**config.mk**
```make
export PLATFORM = sky130hd
export DESIGN_NAME = l1dir_sched
export DESIGN_NICKNAME = d
export VERILOG_FILES = /design/src/rtl/l1dir_pkg.sv /design/src/rtl/l1dir_rr_arb2.sv /design/src/rtl/l1dir_sched.sv
export SDC_FILE = /design/constraint.sdc
export NUM_CORES = 1
export LEC_CHECK = 0
export ABC_CLOCK_PERIOD_IN_PS = 2000
export BUFFER_PORTS_ARGS = -buffer_cell sky130_fd_sc_hd__buf_4
export CAP_MARGIN = 5
export CELL_PAD_IN_SITES_DETAIL_PLACEMENT = 0
export CELL_PAD_IN_SITES_GLOBAL_PLACEMENT = 1
export CORE_AREA = 5 5 244 246
export CTS_CLUSTER_SIZE = 20
export DETAILED_ROUTE_END_ITERATION = 8
export DIE_AREA = 0 0 249 251
export PLACE_DENSITY = 0.66
export SETUP_SLACK_MARGIN = 0.5
export SLEW_MARGIN = 40
export SYNTH_ARGS = -nofsm -noshare
export SYNTH_HDL_FRONTEND = slang
export SYNTH_HIERARCHICAL = 1
export SYNTH_SLANG_ARGS = --single-unit
```
**constraint.sdc**
```tcl
create_clock -name clk -period 2 [get_ports clk]
set_clock_uncertainty 0.05 [all_clocks]
set_input_delay 0.1 -clock clk [delete_from_list [all_inputs] [get_ports clk]]
set_output_delay 0.1 -clock clk [all_outputs]
set_load 0.02 [all_outputs]
```
**src/rtl/l1dir_pkg.sv**
```systemverilog
// Shared definitions for the L1 shadow directory front-end sequencer:
// op-word bit map, FSM encoding and the inval-vector valid-bit positions.
package l1dir_pkg;

  localparam int OP_LOAD       = 0;
  localparam int OP_IFILL      = 1;
  localparam int OP_STORE      = 2;
  localparam int OP_CAS        = 3;
  localparam int OP_SWAP       = 4;
  localparam int OP_STRLOAD    = 5;
  localparam int OP_STRSTORE   = 6;
  localparam int OP_CACHEABLE  = 7;
  localparam int OP_PREFETCH   = 8;
  localparam int OP_INVALIDATE = 9;
  localparam int OP_BLOCKSTORE = 10;

  typedef enum logic [1:0] {
    INIT = 2'd0,
    IDLE = 2'd1,
    LOOK = 2'd2,
    RESP = 2'd3
  } state_t;

  // Valid bits inside a 112-bit invalidation vector:
  // [1:0], [5:4], [32], [35], [57:56], [61:60], [88], [91]
  localparam logic [111:0] INV_VALID_MASK =
      (112'd3 << 0)  | (112'd3 << 4)  | (112'd1 << 32) | (112'd1 << 35) |
      (112'd3 << 56) | (112'd3 << 60) | (112'd1 << 88) | (112'd1 << 91);

  function automatic logic inv_any(input logic [111:0] v);
    return |(v & INV_VALID_MASK);
  endfunction

endpackage

```
**src/rtl/l1dir_rr_arb2.sv**
```systemverilog
// Two-way round-robin arbiter; owns the priority pointer, which moves past
// the granted requester whenever advance is asserted.
module l1dir_rr_arb2 (
  input  logic       clk,
  input  logic       reset,
  input  logic [1:0] req,
  input  logic       advance,
  output logic [1:0] gnt,
  output logic       gnt_id
);

  logic ptr;

  always_comb begin
    gnt_id = req[ptr] ? ptr : ~ptr;
    gnt    = 2'b00;
    if (|req) gnt = gnt_id ? 2'b10 : 2'b01;
  end

  always_ff @(posedge clk) begin
    if (reset)        ptr <= 1'b0;
    else if (advance) ptr <= ~gnt_id;
  end

endmodule

```
**src/rtl/l1dir_sched.sv**
```systemverilog
// Round-robin sequencer sharing one L1 directory between cpu0/cpu1.
// Optional DIRSCHED_STATS_EN adds saturating lookup/back-pressure counters.
module l1dir_sched
  import l1dir_pkg::*;
#(
  parameter int LOOKUP_LAT = 2,
  parameter int OP_W       = 11
) (
  input  logic            clk,
  input  logic            reset,
  input  logic [1:0]      req_valid,
  output logic [1:0]      req_ready,
  input  logic [OP_W-1:0] req_op0,
  input  logic [OP_W-1:0] req_op1,
  input  logic [39:0]     req_addr0,
  input  logic [39:0]     req_addr1,
  input  logic [1:0]      req_way0,
  input  logic [1:0]      req_way1,
  input  logic            dir_ready,
  output logic            dir_strobe,
  output logic            dir_cpu,
  output logic [OP_W-1:0] dir_op,
  output logic [39:0]     dir_addr,
  output logic [1:0]      dir_way,
  input  logic [111:0]    dir_inval0,
  input  logic [111:0]    dir_inval1,
  input  logic [1:0]      dir_wayval0,
  input  logic [1:0]      dir_wayval1,
  input  logic [1:0]      dir_ocache,
  input  logic [1:0]      dir_ocpu,
  output logic            res_valid,
  input  logic            res_ready,
  output logic            res_cpu,
  output logic [111:0]    res_inval0,
  output logic [111:0]    res_inval1,
  output logic [1:0]      res_wayval0,
  output logic [1:0]      res_wayval1,
  output logic [1:0]      res_ocache,
  output logic [1:0]      res_ocpu,
  output logic            res_need_inv
`ifdef DIRSCHED_STATS_EN
  ,
  output logic [15:0]     stat_lk0,
  output logic [15:0]     stat_lk1,
  output logic [15:0]     stat_bp
`endif
);

  state_t          state, state_nx;
  logic [2:0]      cnt;
  logic            grant, capture, gnt_id;
  logic [1:0]      gnt;
  logic            lat_cpu;
  logic [OP_W-1:0] lat_op;
  logic [39:0]     lat_addr;
  logic [1:0]      lat_way;

  assign grant   = (state == IDLE) && dir_ready && (|req_valid);
  assign capture = (state == LOOK) && (cnt == 3'(LOOKUP_LAT - 1));

  l1dir_rr_arb2 u_arb (
    .clk     (clk),
    .reset   (reset),
    .req     (req_valid),
    .advance (grant),
    .gnt     (gnt),
    .gnt_id  (gnt_id)
  );

  // Grant cycle drives straight from the requester; afterwards the latched copy holds.
  assign dir_strobe = grant;
  assign req_ready  = grant ? gnt : 2'b00;
  assign dir_cpu    = grant ? gnt_id : lat_cpu;
  assign dir_op     = grant ? (gnt_id ? req_op1   : req_op0)   : lat_op;
  assign dir_addr   = grant ? (gnt_id ? req_addr1 : req_addr0) : lat_addr;
  assign dir_way    = grant ? (gnt_id ? req_way1  : req_way0)  : lat_way;

  assign res_need_inv = inv_any(res_inval0) | inv_any(res_inval1);

  always_comb begin
    state_nx = state;
    case (state)
      INIT: if (dir_ready) state_nx = IDLE;
      IDLE: if (!dir_ready) state_nx = INIT;
            else if (|req_valid) state_nx = LOOK;
      LOOK: if (capture) state_nx = RESP;
      RESP: if (res_valid && res_ready) state_nx = dir_ready ? IDLE : INIT;
      default: state_nx = INIT;
    endcase
  end

  always_ff @(posedge clk) begin
    if (reset) begin
      state       <= INIT;
      cnt         <= 3'd0;
      lat_cpu     <= 1'b0;
      lat_op      <= '0;
      lat_addr    <= '0;
      lat_way     <= '0;
      res_valid   <= 1'b0;
      res_cpu     <= 1'b0;
      res_inval0  <= '0;
      res_inval1  <= '0;
      res_wayval0 <= '0;
      res_wayval1 <= '0;
      res_ocache  <= '0;
      res_ocpu    <= '0;
    end else begin
      state <= state_nx;
      cnt   <= (state == LOOK) ? cnt + 3'd1 : 3'd0;
      if (grant) begin
        lat_cpu  <= dir_cpu;
        lat_op   <= dir_op;
        lat_addr <= dir_addr;
        lat_way  <= dir_way;
      end
      if (capture) begin
        res_valid   <= 1'b1;
        res_cpu     <= lat_cpu;
        res_inval0  <= dir_inval0;
        res_inval1  <= dir_inval1;
        res_wayval0 <= dir_wayval0;
        res_wayval1 <= dir_wayval1;
        res_ocache  <= dir_ocache;
        res_ocpu    <= dir_ocpu;
      end else if (res_valid && res_ready) begin
        res_valid <= 1'b0;
      end
    end
  end

`ifdef DIRSCHED_STATS_EN
  always_ff @(posedge clk) begin
    if (reset) begin
      stat_lk0 <= '0;
      stat_lk1 <= '0;
      stat_bp  <= '0;
    end else begin
      if (req_ready[0] && stat_lk0 != 16'hFFFF) stat_lk0 <= stat_lk0 + 16'd1;
      if (req_ready[1] && stat_lk1 != 16'hFFFF) stat_lk1 <= stat_lk1 + 16'd1;
      if (state == RESP && !res_ready && stat_bp != 16'hFFFF) stat_bp <= stat_bp + 16'd1;
    end
  end
`endif

endmodule

```
==> impl_metrics.tcl, run 1 <==
set metrics [dict create \
    status "complete, but fails checks" \
    violations "hold timing, setup timing" \
    comb_power_share_pct 18.2 \
    dp_hpwl_mm 36.0 \
    clock_sinks 294 \
    hold_viol_final 1 \
    clockBufferDepth 3 \
    dr_total_vias 14700 \
    worstPathArrival_ps 2000 \
    fin_crit_sh_pct 107 \
    synth.avg_cell_area_um2 8.21 \
    setup_viol 53 \
    period_minus_slack_ps 2150 \
    yosysTopAreaCell "dfxtp_1" \
    yosys-top-cells-area "dfxtp_1 (53%), nand2_1 (16%), a21oi_1 (15%), mux2i_1 (4.7%), a211oi_1 (3.6%)" \
    synth_compound_area_share_pct 19.5 \
    gp_congestion 0.870 \
    synth_simple_gate_area_share_pct 17.2 \
    cts_htree_levels 2 \
    yosys_register_bits 294 \
    nets 2825 \
    cts_root_buffer "clkbuf_16" \
    power_density_mw_per_mm2 551 \
    antenna_found_initial 6 \
    drive_gt1_share_pct 57.8 \
    fmax_mhz 466 \
    ys_types 33 \
    overflow 0 \
    start_kind "register" \
    whs_ps -138 \
    rows 88 \
    critical_path_class "register to primary output" \
    routedWlPerCell_um 20.1 \
    yosysTopAreaCellShare_pct 52.5 \
    post-place-ws_ps 121 \
    grt_use_total_pct 18.6 \
    p_leak_nw 10.9 \
    wl_mm 65.7 \
    irDropWorstVdd_mv 0.456 \
    endpoint_kind "primary output" \
    tns_ps -3730 \
    yosysSeqAreaShare_pct 52.5 \
    numCtsBuffers 37 \
    drt_iter0_markers 519 \
    worstPathCellList "o21ai_4 > buf_12 > buf_12 > mux2i_2 > a21oi_2 > buf_4" \
    path_clk_slew_ps 50 \
    postCtsHoldBufs 339 \
    min_path_type "input pin to register" \
    start_util_pct 19.6 \
    switchingPower_mw 3.93 \
    cp_slowest_cell "dfxtp_4" \
    synth.mux.area_fraction_pct 4.74 \
    required_ps 1850 \
    drt_pass1_iterations 5 \
    antenna_left 0 \
    cts_tree "done" \
    io_buffers 635 \
    p_sw_share_pct 25.5 \
    grt_setup_unrepaired "true" \
    syn_nets 1711 \
    die_h_um 251 \
    viasPerCell 4.49 \
    layout_setup_ws_ps -146 \
    seqPwrFrac_pct 38.6 \
    ys_warn_count 6 \
    maxCapViolCount 0 \
    die_w_um 249 \
    cpPeakStageDelay_ps 360 \
    grt_pass1_vias 15200 \
    worst-path-max-fanout 7 \
    clk_latency_ps 540 \
    synthCells 1365 \
    pwr-share-clk_pct 43.2 \
    netlist_area_mm2 0.0112 \
    synthAdderAreaFrac_pct 0.223 \
    core_area_mm2 0.0571 \
    grt_first_pass_wirelength_mm 92.5 \
    r2r_slack_ps 170 \
    tightest_slew_ps 542 \
    drv_slew 0 \
    synth_top_family_by_area "compound AO/OA/AOI/OAI gates" \
    grt_start_max_net_pins 70 \
    yosys.area_share.xor_xnor_pct 0.0782 \
    max_slew_margin_pct 63.9 \
    internal-power_mw 11.5 \
    drcViolationCount 0 \
    cpMostUsedCell "buf_12" \
    synthToLayoutAreaGrowth_pct 150 \
    io_pins 636 \
    die-area_mm2 0.0625 \
]
[worst max-delay path: cells and delay by family (launching register included)]
family	cells	cell delay (ps)
DFF	1	360
buffers and inverters	3	540
AOI/OAI and AO/OA	2	260
muxes	1	290
[sequential cells by signal (all words and copies together), names as in the netlist, named ones only]
name / count
state: 1
lat_op: 11
res_wayval1: 2
cnt: 3
res_wayval0: 2
res_inval0: 112
res_valid: 1
res_ocache: 2
res_cpu: 1
u_arb/ptr: 1
lat_addr: 40
res_ocpu: 2
res_inval1: 112
lat_cpu: 1
lat_way: 2
[cells in the final DEF (no fill, tap or decap), types with 4 or more instances in the layout]
cell             n
clkbuf_16       46
a211oi_1        51
dfxtp_4          4
dlygate4sd3_1  339
buf_6           70
a21oi_1        102
buf_4          651
clkbuf_1         9
nand2_4        179
dfxtp_1        287
buf_16          62
mux2i_4         50
clkbuf_8         7
buf_8           13
a21oi_2        239
buf_12          43
nand2_2         43
nand2_1        247
[logic make-up after synthesis]
group	count (synthesis)
adders and majority gates	2
AOI/OAI and AO/OA	405
and+or+nand+nor	495
DFF	294
xor gates and xnor gates	1
muxes	53
buffers and inverters	115
[power by group through the flow]
stage / clock [mW] / combinational, mW / sequential (mW)
2_1_floorplan: 0 / 0.659 / 6.08
3_3_place_gp: 0 / 1.55 / 6.08
3_5_place_dp: 0 / 1.56 / 6.08
4_1_cts: 6.90 / 2.54 / 5.95
5_1_grt: 7.10 / 2.95 / 5.96
6_report: 6.66 / 2.81 / 5.95
[cells in the mapped netlist, drive strengths merged]
library cell,count
nand2,469
a21oi,342
dfxtp,294
buf,78
a211oi,54
mux2i,53
clkbuf,35
nor4,6
nor2,4
o21ai,4
nand3,3
and3,2
ha,2
inv,2
nand2b,2
nor2b,2
o21a,2
a21bo,1
a21boi,1
a41oi,1
and2,1
and4,1
and4bb,1
nand3b,1
nand4bb,1
nor3b,1
or3b,1
xnor2,1
[area by class of cell]
cell class | instances | area [µm²]
Clock inverter | 11 | 128
Timing Repair Buffer | 1188 | 12100
Clock buffer | 53 | 1060
Sequential cell | 294 | 5900
Inverter | 2 | 7.51
Antenna cell | 3 | 7.51
Fill cell | 4847 | 29200
Tap cell | 765 | 957
Multi-Input combinational cell | 956 | 7830
[what timing repair did]
| action | CTS | global route |
|---|---|---|
| cloned | 56 | 10 |
| hold endpoints to repair | 287 | 1 |
| pin swaps | 181 | 255 |
| setup endpoints to repair | 346 | 311 |
| resized for setup | 449 | 471 |
| setup buffers | 84 | 22 |
[per-layer routing]
metal | track usage [%] | vias up | part of all wire [%]
met5 | 0 | - | 0.073
met4 | 6.89 | 8 | 3.9
met3 | 6.15 | 132 | 7.7
met2 | 32.7 | 614 | 50
met1 | 21.1 | 7011 | 39
li1 | - | 6914 | -
[worst paths after layout]
path / from / endpoint / cells past startpoint
max: u_arb/ptr / dir_addr[19] / 6
min: req_valid[0] / u_arb/ptr / 3
max reg2reg: state[0] / res_inval0[70] / 10
min reg2reg: cnt[0] / cnt[0] / 1
[stage by stage]
stage          utilization (%)  instances  hold slack (ps)  total power [mW]  area, µm²
2_1_floorplan                -       1365              112              6.74      11400
3_3_place_gp              30.0       2694              296              7.63      17100
3_5_place_dp              30.0       2694              306              7.64      17100
4_1_cts                   45.1       3237             -162              15.4      25800
5_1_grt                   48.9       3269             -157              16.0      28000
6_report                  49.0       3272             -138              15.4      28000
Power figures use the tool's default switching activity.
==> inputs of run 2 (changes only) <==
CORE_AREA = 5 5 247 249   (was 5 5 244 246)
CTS_BUF_LIST = sky130_fd_sc_hd__clkbuf_4   (was unset)
DIE_AREA = 0 0 252 254   (was 0 0 249 251)
PLACE_DENSITY = 0.65   (was 0.66)
==> run 2 against run 1 <==
The run still ends with hold timing, setup timing left. Register-to-register slack worse by 50 ps. Design area increased by 1.2%. Flip-flop and latch count unchanged. Clock power is 11% lower. Non-clock buffer count increased by 157. Wire length grew 6.3%. Combinational power is 8.9% higher. Count of clock-buffer cells in the layout increased by 66. Critical endpoint is now dir_op[0]. Largest cell class unchanged. Largest power group is now registers.
==> impl_metrics.tcl, run 2 (same netlist as run 1, synthesis figures left out) <==
set metrics [dict create \
    status "complete, but fails checks" \
    violations "hold timing, setup timing" \
    min_from "req_valid[0]" \
    whs_ps -368 \
    fillers 4970 \
    grt_first_pass_wirelength_mm 96.3 \
    overflow 0 \
    cp_slowest_cell "dfxtp_4" \
    place_area_mm2 0.0170 \
    worst-path-max-fanout 10 \
    path_clk_slew_ps 50 \
    drcViolationCount 0 \
    maxCapViolCount 0 \
    io_pins 636 \
    crit_family "buffers and inverters" \
    nets 3031 \
    cts_root_buffer "clkbuf_4" \
    dr.max_layer_used "met5" \
    clockBufferDepth 3 \
    tightest_slew_ps 556 \
    antenna_found_initial 6 \
    power_density_mw_per_mm2 527 \
    grt_start_max_net_pins 87 \
    routedWlPerCell_um 19.8 \
    setup_viol 58 \
    grt_setup_unrepaired "true" \
    reg2reg_to "res_inval0[29]" \
    tns_ps -18860 \
    layout_commonest_cell "buf_4" \
    fmax_mhz 414 \
    clock_sinks 294 \
    clk_latency_ps 770 \
    grt_pass1_vias 16300 \
    r2r_slack_ps 120 \
    p_leak_nw 11.9 \
    endpoint_kind "primary output" \
    max_slew_margin_pct 63.0 \
    period_minus_slack_ps 2410 \
    finalInstanceArea_mm2 0.0283 \
    worstPathCellList "o21ai_4 > buf_12 > clkbuf_16 > mux2i_2 > a21oi_2 > buf_4" \
    gp_congestion 0.860 \
    dr_total_vias 15700 \
    irDropWorstVdd_mv 0.343 \
    finalNonFillerCells 3518 \
    required_ps 1850 \
    start_util_pct 19.2 \
    min_to "u_arb/ptr" \
    dp_hpwl_mm 38.0 \
    worst-path-buf-inv 3 \
    die-area_mm2 0.0640 \
    grt_use_total_pct 19.3 \
    layout_setup_ws_ps -413 \
    reg2reg_depth 9 \
    drt_pass1_iterations 5 \
    drt_iter0_markers 617 \
    wl_mm 69.8 \
    numCtsBuffers 86 \
    drv_slew 0 \
    hold_viol_final 4 \
    dp_cells 2695 \
    critical_path_class "register to primary output" \
    antenna_left 0 \
    worstPathArrival_ps 2260 \
    drive_gt1_share_pct 48.4 \
    cpPeakStageDelay_ps 370 \
    layout_common_cells "buf_4 (631), dlygate4sd3_1 (549), nand2_1 (319)" \
    core_area_mm2 0.0585 \
    die_h_um 254 \
    wl_met2_mm 34.5 \
    top_regs "res_inval0: 112 flops, res_inval1: 112 flops, lat_addr: 40 flops" \
    min_path_type "input pin to register" \
    cts_htree_levels 3 \
    die_w_um 252 \
    fin_util_pct 48.4 \
    power_mw 14.9 \
    cts_tree "done" \
    rows 89 \
    min_path_cells 3 \
    wl_met1_mm 26.7 \
    r2r-start "state[0]" \
    wl_met3_mm 5.16 \
    synthToLayoutAreaGrowth_pct 153 \
    fin_crit_sh_pct 121 \
    viasPerCell 4.45 \
    start_kind "register" \
    io_buffers 635 \
]
[run 2: worst max path at each step]
stage / cells after the start / start / endpoint / slack [ps]
finish: 6 / u_arb/ptr / dir_op[0] / -410
global placement: 5 / u_arb/ptr / dir_way[1] / 200
floorplan: 6 / u_arb/ptr / dir_addr[10] / 500
CTS: 6 / u_arb/ptr / dir_op[1] / -480
global route: 7 / u_arb/ptr / dir_addr[35] / -510
detailed placement: 5 / u_arb/ptr / dir_way[1] / 170
[run 2: layout make-up]
| class | instances | area [µm²] | area share [%] |
|---|---|---|---|
| timing repair buffer | 1345 | 13400 | 47.5 |
| tap | 773 | 967 | 3.42 |
| antenna | 5 | 12.5 | 0.0442 |
| multi-input combinational | 956 | 6870 | 24.3 |
| sequential | 294 | 5930 | 20.9 |
| clock inverter | 24 | 186 | 0.658 |
| clock buffer | 119 | 893 | 3.16 |
| inverter | 2 | 7.51 | 0.0265 |
[run 2: repair_timing]
| action | 4_1_cts | 5_1_grt |
|---|---|---|
| pin swaps | 95 | 120 |
| cloned | 39 | 19 |
| setup endpoints to repair | 579 | 555 |
| hold endpoints to repair | 294 | 6 |
| gates resized for setup | 334 | 314 |
| hold buffers | 547 | 2 |
| setup buffers | 53 | 15 |
[run 2: report_power, final]
part | total (mW) | leakage (nW) | internal, mW | switching [mW]
sequential | 5.94 | 2.38 | 5.91 | 0.0270
combinational | 3.06 | 8.93 | 1.81 | 1.25
clock | 5.91 | 0.636 | 3.12 | 2.79
total | 14.9 | 11.9 | 10.8 | 4.07
[run 2: routing by layer]
metal  track usage [%]  up-vias
li1                  -     7338
met1              21.6     7423
met2              33.9      703
met3              5.61      191
met4              8.70        4
met5                 0        -
[run 2: per-stage QoR]
| step | setup WS, ps | hold slack (ps) |
|---|---|---|
| final | -413 | -368 |
| after global routing | -508 | -425 |
| after CTS | -477 | -519 |
| after detailed placement | 167 | 304 |
| after global placement | 196 | 297 |
| after floorplan | 501 | 112 |
[run 2: worst min-delay path, stage by stage]
cell and delay (ps):
buf_4 150, nand3b_1 110, a21oi_2 60
==> inputs of run 3 (changes only) <==
TNS_END_PERCENT = 5   (was unset)
==> run 3 against run 2 <==
The run still ends with hold timing, setup timing left. Worst hold slack improved by 3.9 ps. Final cell count fell by 2.6%. Largest power group unchanged. Count of clock-buffer cells in the layout increased by 1. Power fell by 1.9%. Critical path depth rose by 1. Critical endpoint is now dir_addr[36].
==> impl_metrics.tcl, run 3 (same netlist as run 1, synthesis figures left out) <==
set metrics [dict create \
    layout_commonest_cell "dlygate4sd3_1" \
    power_mw 14.6 \
    max_slew_margin_pct 60.4 \
    drt_pass1_iterations 5 \
    irDropWorstVdd_mv 0.350 \
    drcViolationCount 0 \
    drive_gt1_share_pct 52.9 \
    grt_pass1_vias 16000 \
    fillers 5059 \
    layout_setup_ws_ps -450 \
    synthToLayoutAreaGrowth_pct 144 \
    core_area_mm2 0.0585 \
    grt_first_pass_wirelength_mm 86.2 \
    worstPathArrival_ps 2300 \
    cts_root_buffer "clkbuf_4" \
    critical_path_class "register to primary output" \
    drt_iter0_markers 501 \
    grt_setup_unrepaired "true" \
    start_kind "register" \
    gp_congestion 0.862 \
    grt_start_max_net_pins 89 \
    period_minus_slack_ps 2450 \
    clk_latency_ps 740 \
    r2r_slack_ps 110 \
    nets 2939 \
    fmax_mhz 408 \
    p_leak_nw 11.8 \
    rows 89 \
    seqCellArea_mm2 0.00610 \
    cts_htree_levels 3 \
    whs_ps -364 \
    drv_slew 0 \
    numCtsBuffers 85 \
    die_w_um 252 \
    hold_viol_final 3 \
    setup_viol 56 \
    tns_ps -18140 \
    viasPerCell 4.44 \
    cts_tree "done" \
    status "complete, but fails checks" \
    violations "hold timing, setup timing" \
    dp_hpwl_mm 35.6 \
    power_density_mw_per_mm2 535 \
    io_buffers 635 \
    endpoint_kind "primary output" \
    die-area_mm2 0.0640 \
    overflow 0 \
    die_h_um 254 \
    worst-path-max-fanout 7 \
    grt_use_total_pct 16.7 \
    min_path_cells 3 \
    clock_sinks 294 \
    path_clk_slew_ps 60 \
    antenna_left 0 \
    postCtsHoldBufs 546 \
    io_pins 636 \
    wl_mm 61.5 \
    min_path_type "input pin to register" \
    start_util_pct 19.2 \
    routedWlPerCell_um 17.9 \
    layout_common_cells "dlygate4sd3_1 (546), buf_4 (518), nand2_1 (298)" \
    tightest_slew_ps 594 \
    fin_crit_sh_pct 122 \
    multi_input_area_mm2 0.00729 \
    clockBufferDepth 3 \
    dr_total_vias 15200 \
    required_ps 1850 \
    reg2reg_depth 6 \
    antenna_found_initial 5 \
    maxCapViolCount 0 \
    top_regs "res_inval0: 112 flops, res_inval1: 112 flops, lat_addr: 40 flops" \
]
## run 3: per-layer routing
metal,GRT usage [%],up-vias,part of all wire (%)
li1,-,7132,-
met5,0,-,0
met1,17.5,7188,35
met4,7.23,0,4.4
met2,30.0,730,51
met3,6.14,177,9.0
## run 3: metrics by stage
step	std cells	area (µm²)	utilization (%)	worst slack, ps
after global placement	2701	16900	28.9	284
after detailed placement	2701	16900	28.9	221
after floorplan	1365	11200	-	406
after global routing	3427	27300	46.8	-627
after CTS	3409	25600	43.8	-514
final	3428	27300	46.8	-450
## run 3: worst max-delay path, stage by stage, from the launching register on
cell and delay, ps:
dfxtp_4 370, o21ai_4 160, buf_12 140, buf_12 140
buf_16 170, mux2i_2 280, a21oi_2 110, buf_4 180
## run 3: final timing paths
check                      start              to
hold / removal      req_valid[0]       u_arb/ptr
hold reg to reg   res_inval0[65]  res_inval0[65]
setup reg to reg          cnt[0]  res_inval0[55]
setup / recovery       u_arb/ptr    dir_addr[36]
## run 3: cell type report
type                    instances  area share, %
repair buffers               1254           43.5
multi-input cells             956           26.7
clock inverters                21          0.554
diodes                          8         0.0732
inverters                       2         0.0275
clock buffers                 120           3.30
well taps                     773           3.54
flip-flops and latches        294           22.3
## run 3: repair_timing
action | CTS | global route
pin swaps | 296 | 350
cloned | 3 | 2
resized for setup | 550 | 428
setup buffers | 18 | 9
endpoints found under the setup margin | 538 | 521
hold endpoints to repair | 294 | 3
## run 3: where the power goes
| part | total (mW) | switching, mW | internal (mW) |
|---|---|---|---|
| clock network | 5.70 | 2.69 | 3.01 |
| logic | 3.01 | 1.25 | 1.76 |
| registers | 5.93 | 0.0306 | 5.90 |
| total | 14.6 | 3.97 | 10.7 |
